==> config.mk <==
export PLATFORM = sky130hd
export DESIGN_NAME = uart_cmd_slave_flat
export DESIGN_NICKNAME = d
export VERILOG_FILES = /design/src/rtl/uart_cmd_slave_pkg.sv /design/src/rtl/uart_cmd_slave_if.sv /design/src/rtl/uart_bit_timer.sv /design/src/rtl/uart_cmd_slave.sv /design/src/flat_wrapper.sv
export SDC_FILE = /design/constraint.sdc
export NUM_CORES = 1
export LEC_CHECK = 0
export CORE_ASPECT_RATIO = 1.5
export CORE_MARGIN = 2
export CORE_UTILIZATION = 50
export CTS_CLUSTER_DIAMETER = 120
export CTS_CLUSTER_SIZE = 40
export DETAILED_ROUTE_END_ITERATION = 10
export GPL_TIMING_DRIVEN = 0
export PLACE_DENSITY = 0.74
export SYNTH_ARGS = -nofsm -noshare
export SYNTH_HDL_FRONTEND = slang
export SYNTH_SLANG_ARGS = --single-unit
==> constraint.sdc <==
create_clock -name clk -period 2.4 [get_ports clk]
set_input_delay 0.24 -clock clk [delete_from_list [all_inputs] [get_ports clk]]
set_output_delay 0.24 -clock clk [all_outputs]
set_load 0.1 [all_outputs]
==> src/rtl/uart_cmd_slave_pkg.sv <==
// Shared UART framing definitions: controller states, frame geometry, parity.
package uart_cmd_slave_pkg;

  localparam int FRAME_BITS = 11;              // start + 8 data + parity + stop
  localparam int DATA_BITS  = FRAME_BITS - 3;

  typedef enum logic [3:0] {
    IDLE, RX_START, RX_DATA, RX_PAR, RX_STOP, WAIT_B1, EXEC,
    RD_WAIT, TURN, TX_START, TX_DATA, TX_PAR, TX_STOP
  } state_t;

  // Odd parity: the parity bit makes the total count of ones odd.
  function automatic logic odd_par(input logic [7:0] d);
    return ~^d;
  endfunction

endpackage

==> src/rtl/uart_cmd_slave_if.sv <==
// Register-bus side of the command slave: strobes, address, data.
interface uart_cmd_slave_if;
  logic       reg_we;
  logic       reg_re;
  logic [6:0] reg_addr;
  logic [7:0] reg_wdata;
  logic [7:0] reg_rdata;

  modport master (output reg_we, reg_re, reg_addr, reg_wdata, input reg_rdata);
  modport slave  (input reg_we, reg_re, reg_addr, reg_wdata, output reg_rdata);
endinterface

==> src/rtl/uart_bit_timer.sv <==
// Free-running bit-period counter with mid-bit and end-of-bit strobes.
module uart_bit_timer #(
  parameter int BR = 434
) (
  input  logic clk,
  input  logic rst,
  input  logic clr,
  output logic mid,
  output logic fin
);
  localparam int CW = $clog2(BR);

  logic [CW-1:0] cnt;

  // Count 0..BR-1 and wrap; clr realigns the count to a new start edge.
  always_ff @(posedge clk or posedge rst) begin
    if (rst)                          cnt <= '0;
    else if (clr || cnt == CW'(BR-1)) cnt <= '0;
    else                              cnt <= cnt + 1'b1;
  end

  assign mid = (cnt == CW'(BR/2));
  assign fin = (cnt == CW'(BR-1));
endmodule

==> src/rtl/uart_cmd_slave.sv <==
// Two-byte UART command decoder driving a register bus, with a half-duplex
// single-frame read response.
module uart_cmd_slave
  import uart_cmd_slave_pkg::*;
#(
  parameter int BR           = 434,
  parameter int GAP          = 100,
  parameter int BYTE_TIMEOUT = 16*434
) (
  input  logic               clk,
  input  logic               rst,
  input  logic               rx,
  output logic               tx,
  output logic               frame_err,
  output logic               busy,
  uart_cmd_slave_if.master   bus
);
  localparam int TW = $clog2(BYTE_TIMEOUT + 1);
  localparam int GW = $clog2(GAP + 1);

  state_t        state;
  logic          rx_s1, rx_s2, rx_prev;
  logic [7:0]    sh, b0, rdata;
  logic [2:0]    bit_idx;
  logic          par_bit, second;
  logic [GW-1:0] gap_cnt;
  logic [TW-1:0] to_cnt;
  logic          start_edge, tmr_clr, mid, fin;

  // Start edge only counts while listening; rx is ignored during exec/response.
  assign start_edge = rx_prev & ~rx_s2;
  assign tmr_clr    = ((state == IDLE || state == WAIT_B1) && start_edge) ||
                      (state == TURN && gap_cnt == GW'(GAP-1));
  assign busy       = (state != IDLE);

  uart_bit_timer #(.BR(BR)) u_timer (
    .clk (clk), .rst (rst), .clr (tmr_clr), .mid (mid), .fin (fin)
  );

  // Two-flop synchronizer plus one history flop for edge detection.
  always_ff @(posedge clk or posedge rst) begin
    if (rst) begin
      rx_s1   <= 1'b1;
      rx_s2   <= 1'b1;
      rx_prev <= 1'b1;
    end else begin
      rx_s1   <= rx;
      rx_s2   <= rx_s1;
      rx_prev <= rx_s2;
    end
  end

  // Main controller: receive two frames, execute, optionally send response.
  always_ff @(posedge clk or posedge rst) begin
    if (rst) begin
      state         <= IDLE;
      tx            <= 1'b1;
      frame_err     <= 1'b0;
      bus.reg_we    <= 1'b0;
      bus.reg_re    <= 1'b0;
      bus.reg_addr  <= '0;
      bus.reg_wdata <= '0;
      sh            <= '0;
      b0            <= '0;
      rdata         <= '0;
      bit_idx       <= '0;
      par_bit       <= 1'b0;
      second        <= 1'b0;
      gap_cnt       <= '0;
      to_cnt        <= '0;
    end else begin
      bus.reg_we <= 1'b0;
      bus.reg_re <= 1'b0;
      frame_err  <= 1'b0;
      case (state)
        IDLE: begin
          second <= 1'b0;
          if (start_edge) state <= RX_START;
        end
        RX_START: if (mid) begin
          bit_idx <= '0;
          state   <= rx_s2 ? IDLE : RX_DATA;   // high at mid-bit: glitch
        end
        RX_DATA: if (mid) begin
          sh      <= {rx_s2, sh[7:1]};
          bit_idx <= bit_idx + 1'b1;
          if (bit_idx == 3'(DATA_BITS-1)) state <= RX_PAR;
        end
        RX_PAR: if (mid) begin
          par_bit <= rx_s2;
          state   <= RX_STOP;
        end
        RX_STOP: if (mid) begin
          if (par_bit != odd_par(sh) || !rx_s2) begin
            frame_err <= 1'b1;
            state     <= IDLE;
          end else if (!second) begin
            b0     <= sh;
            second <= 1'b1;
            to_cnt <= '0;
            state  <= WAIT_B1;
          end else begin
            bus.reg_addr  <= sh[6:0];
            bus.reg_wdata <= b0;
            bus.reg_we    <= sh[7];
            bus.reg_re    <= ~sh[7];
            state         <= EXEC;
          end
        end
        WAIT_B1: begin
          if (start_edge) begin
            state <= RX_START;
          end else if (to_cnt == TW'(BYTE_TIMEOUT-1)) begin
            frame_err <= 1'b1;
            state     <= IDLE;
          end else begin
            to_cnt <= to_cnt + 1'b1;
          end
        end
        EXEC:    state <= bus.reg_we ? IDLE : RD_WAIT;
        RD_WAIT: begin
          rdata   <= bus.reg_rdata;
          gap_cnt <= '0;
          state   <= TURN;
        end
        TURN: begin
          if (gap_cnt == GW'(GAP-1)) begin
            tx    <= 1'b0;
            state <= TX_START;
          end else begin
            gap_cnt <= gap_cnt + 1'b1;
          end
        end
        TX_START: if (fin) begin
          tx      <= rdata[0];
          bit_idx <= '0;
          state   <= TX_DATA;
        end
        TX_DATA: if (fin) begin
          if (bit_idx == 3'(DATA_BITS-1)) begin
            tx    <= odd_par(rdata);
            state <= TX_PAR;
          end else begin
            tx      <= rdata[bit_idx + 3'd1];
            bit_idx <= bit_idx + 1'b1;
          end
        end
        TX_PAR: if (fin) begin
          tx    <= 1'b1;
          state <= TX_STOP;
        end
        TX_STOP: if (fin) state <= IDLE;
        default: state <= IDLE;
      endcase
    end
  end
endmodule

==> src/flat_wrapper.sv <==
// flat-port wrapper written by rule: the top's interface ports become plain ports
module uart_cmd_slave_flat import uart_cmd_slave_pkg::*;
#(
  parameter int BR           = 434,
  parameter int GAP          = 100,
  parameter int BYTE_TIMEOUT = 16*434
)
  (clk, rst, rx, tx, frame_err, busy, bus_reg_we, bus_reg_re, bus_reg_addr, bus_reg_wdata, bus_reg_rdata);
  uart_cmd_slave_if bus_i ();
  input  logic clk;
  input  logic rst;
  input  logic rx;
  output logic tx;
  output logic frame_err;
  output logic busy;
  output wire logic [$bits(bus_i.reg_we)-1:0] bus_reg_we;
  output wire logic [$bits(bus_i.reg_re)-1:0] bus_reg_re;
  output wire logic [$bits(bus_i.reg_addr)-1:0] bus_reg_addr;
  output wire logic [$bits(bus_i.reg_wdata)-1:0] bus_reg_wdata;
  input wire logic [$bits(bus_i.reg_rdata)-1:0] bus_reg_rdata;
  assign bus_reg_we = bus_i.reg_we;
  assign bus_reg_re = bus_i.reg_re;
  assign bus_reg_addr = bus_i.reg_addr;
  assign bus_reg_wdata = bus_i.reg_wdata;
  assign bus_i.reg_rdata = bus_reg_rdata;
  uart_cmd_slave #(.BR(BR), .GAP(GAP), .BYTE_TIMEOUT(BYTE_TIMEOUT)) u_core (.clk(clk), .rst(rst), .rx(rx), .tx(tx), .frame_err(frame_err), .busy(busy), .bus(bus_i));
endmodule
==> flow_metrics.py <==
metrics = {
    "detailed_routing": {
        "totalWireLength_um": 8660,
        "drc_errors": 0,
        "vias": 3196,
        "first_iter_violations": 207,
        "postRouteAntennaNets": 0,
        "dr.pass1.iters": 4,
        "vias_per_cell": 5.75,
        "wl_per_cell_um": 15.6,
    },
    "timing": {
        "finalHoldViolations": 0,
        "setup_viol": 0,
        "maxSlewViolCount": 0,
        "rsz0062_at_grt": "yes",
        "slew_headroom_pct": 34.8,
        "period_needed_ns": 2.36,
        "fin_worst_skew_ns": 0.00685,
        "timing.fmax_mhz": 423,
        "finalCritPeriodShare_pct": 98.5,
        "tightest_slew_ns": 0.976,
        "fin_ws_ns": 0.0351,
    },
    "grt": {
        "grt_antenna_before_repair": 0,
        "grt_pass1_vias": 3192,
        "grt_pass1_wl_um": 14900,
        "grt_overflow": 0,
        "grt.total_usage_pct": 20.7,
        "grt_max_degree": 45,
    },
    "cells_and_area": {
        "n_fill_cell": 686,
        "final_nets": 461,
        "syn_to_final_growth_pct": 21.1,
        "fin_area_mm2": 0.00515,
        "drive_gt1_share_pct": 21.2,
        "n_antenna_cell": 0,
    },
    "floorplan": {
        "die_w_um": 79.3,
        "dieArea_mm2": 0.00927,
        "initial_core_util_pct": 50.8,
        "io_pins": 31,
        "fp.dieH_um": 117,
        "coreArea_mm2": 0.00836,
        "rows": 41,
    },
    "worst_setup_path": {
        "slowest_delay_ns": 0.52,
        "critical-path-slowest-cell": "or4b_1",
        "worst_ep_required_time_ns": 2.60,
        "cp_cell_sequence": "xnor2_2 -> xnor3_2 -> or4b_1 -> a211o_1 -> buf_6 -> o211ai_2 -> o31ai_1",
        "critPathLaunchType": "flop",
        "cp-end-kind": "flop",
        "crit_type": "flop to flop",
        "cp_data_arrival_time_ns": 2.57,
        "cp_max_fo": 10,
    },
    "clock_network": {
        "clockBufferDepth": 2,
        "cts_made_buffers": 9,
        "clock_latency_ns": 0.34,
        "root_buffer": "clkbuf_16",
        "cts_sinks": 84,
        "clkTransAtPathRegs_ns": 0.06,
        "tritoncts": "built",
        "h-tree-depth": 3,
    },
    "placed_design": {
        "dpl_worst_slack_ns": -0.344,
        "place.gp.congestion": 0.933,
        "io_buffers": 30,
        "dpl_cell_area_mm2": 0.00471,
        "place_hpwl_um": 5970,
    },
    "run": {
        "maxCapViolations": 0,
    },
    "logic_synthesis": {
        "netlist_top_cells_area": "dfrtp_1, mux2_2, nand2_1",
        "synth-seq-cells": 84,
        "synth_flop_cell": "dfrtp_1",
        "avgSynthCellArea_um2": 10.6,
        "synth_top_cell_by_area": "dfrtp_1",
        "synthArstFlopShare_pct": 100,
        "synthDistinctLibCells": 62,
        "ys_seq_area_share_pct": 49.6,
        "synth.most_common_cell": "dfrtp_1",
        "postSynthNetCount": 418,
        "yosys-top-cells-count": "dfrtp_1, nand2_1, nor2_1",
        "synth_edf_count": 0,
        "netlist.area_leader.share_pct": 47.1,
        "netlist_area_mm2": 0.00425,
        "synth_cells": 401,
        "yosysWarnings": 0,
    },
    "outcome": {
        "status": "completed",
    },
    "pwr": {
        "cellPowerDensity_mw_per_mm2": 915,
        "power_uw": 4710,
        "irDropWorstVdd_uv": 641,
        "leakagePower_uw": 0.00226,
    },
    "worst_hold_path": {
        "hp-class": "input pin to async pin",
    },
}
==> through the flow <==
| stage | setup TNS, ns | cells | utilization, % | hold slack [ns] |
|---|---|---|---|---|
| 2_1_floorplan | 0 | 401 | - | 0.244 |
| 3_3_place_gp | -108.43 | 538 | 56.1 | 0.346 |
| 3_5_place_dp | -3.37 | 539 | 56.4 | 0.348 |
| 4_1_cts | 0 | 556 | 60.6 | 0.295 |
| 5_1_grt | -0.318 | 556 | 61.6 | 0.298 |
| 6_report | 0 | 556 | 61.6 | 0.303 |
==> where the power goes <==
part,total (µW),switching (µW),leakage [µW],internal [µW]
clock network,1350,580,0.000143,769
logic,1510,860,0.000994,645
registers,1860,246,0.00112,1610
total,4710,1690,0.00226,3030
==> path summary, 6_finish.rpt <==
check / from / end / slack, ns / cells after the start
max in group asynchronous: rst / u_core.tx / 1.45 / 3
max reg2reg: u_core.sh[5] / u_core.to_cnt[11] / 0.04 / 7
min in group clk: rx / u_core.rx_s1 / 0.31 / 1
max: u_core.sh[5] / u_core.to_cnt[11] / 0.04 / 7
min: rst / u_core.bus.reg_wdata[6] / 0.30 / 2
min reg2reg: u_core.rx_s1 / u_core.rx_s2 / 0.36 / 0
==> cells in the final DEF (no fill, tap or decap), types with 5 or more instances in the layout <==
master / n
dfrtp_1: 78
nand2_1: 52
nor2_1: 30
clkdlybuf4s50_1: 29
mux2_2: 23
nand3_1: 18
xnor2_1: 14
o21ai_0: 13
inv_1: 9
a21oi_1: 9
clkbuf_16: 9
clkbuf_1: 8
xor2_1: 8
mux2_4: 8
nand4_1: 7
o21ai_1: 7
ha_1: 6
buf_4: 6
and3_1: 5
nor2b_1: 5
nor3_1: 5
==> final cells by class <==
type / instances / area [µm²] / share of cell area [%]
Buffer: 15 / 87.6 / 1.70
Clock buffer: 11 / 253 / 4.91
Sequential cell: 84 / 2110 / 41.0
Inverter: 10 / 40.0 / 0.778
Multi-Input combinational cell: 287 / 2120 / 41.1
Clock inverter: 5 / 42.5 / 0.826
Timing Repair Buffer: 37 / 364 / 7.07
Tap cell: 107 / 134 / 2.60
==> worst max-delay path: cells and delay by family (launching register included) <==
kind | cells | cell delay (ns)
AOI/OAI and AO/OA | 3 | 0.50
DFF | 1 | 0.44
and+or+nand+nor | 1 | 0.52
buffers and inverters | 1 | 0.16
xor gates and xnor gates | 2 | 0.62
==> sequential cells by signal, indices dropped and copies added (netlist names), 3 cells and up <==
register              count
u_core.state              4
u_core.to_cnt            13
u_core.b0                 8
u_core.bus.reg_wdata      8
u_core.gap_cnt            7
u_core.rdata              8
u_core.u_timer.cnt        9
u_core.bus.reg_addr       7
u_core.bit_idx            3
u_core.sh                 8
==> layer usage <==
metal / track usage (%) / share of wire, % / vias up
met5: 0 / 0 / -
met4: 10.2 / 2.3 / 0
met3: 3.99 / 2.7 / 16
met2: 33.5 / 51 / 57
met1: 26.7 / 44 / 1600
li1: - / - / 1523
==> cells by family (layout without fill, tap and decap cells) <==
family                     count (synthesis)  count (layout)  share of synthesized area, %
muxes                                     34              34                          10.2
DFF                                       84              84                          49.6
adders and majority gates                  6               6                          1.77
xor gates and xnor gates                  25              25                          5.65
AOI/OAI and AO/OA                         66              66                          10.7
buffers and inverters                     30              78                          3.24
and+or+nand+nor                          156             156                          18.8
==> repair_timing <==
| item | in CTS | in global routing |
|---|---|---|
| pin swaps | 2 | 3 |
| setup endpoints to repair | 32 | 38 |
| buffers inserted | 3 | 3 |
| gates resized for setup | 13 | 16 |
| gates cloned | 0 | 0 |
| hold buffers | 0 | 0 |
Note: power is estimated with default switching activity, not from simulation.
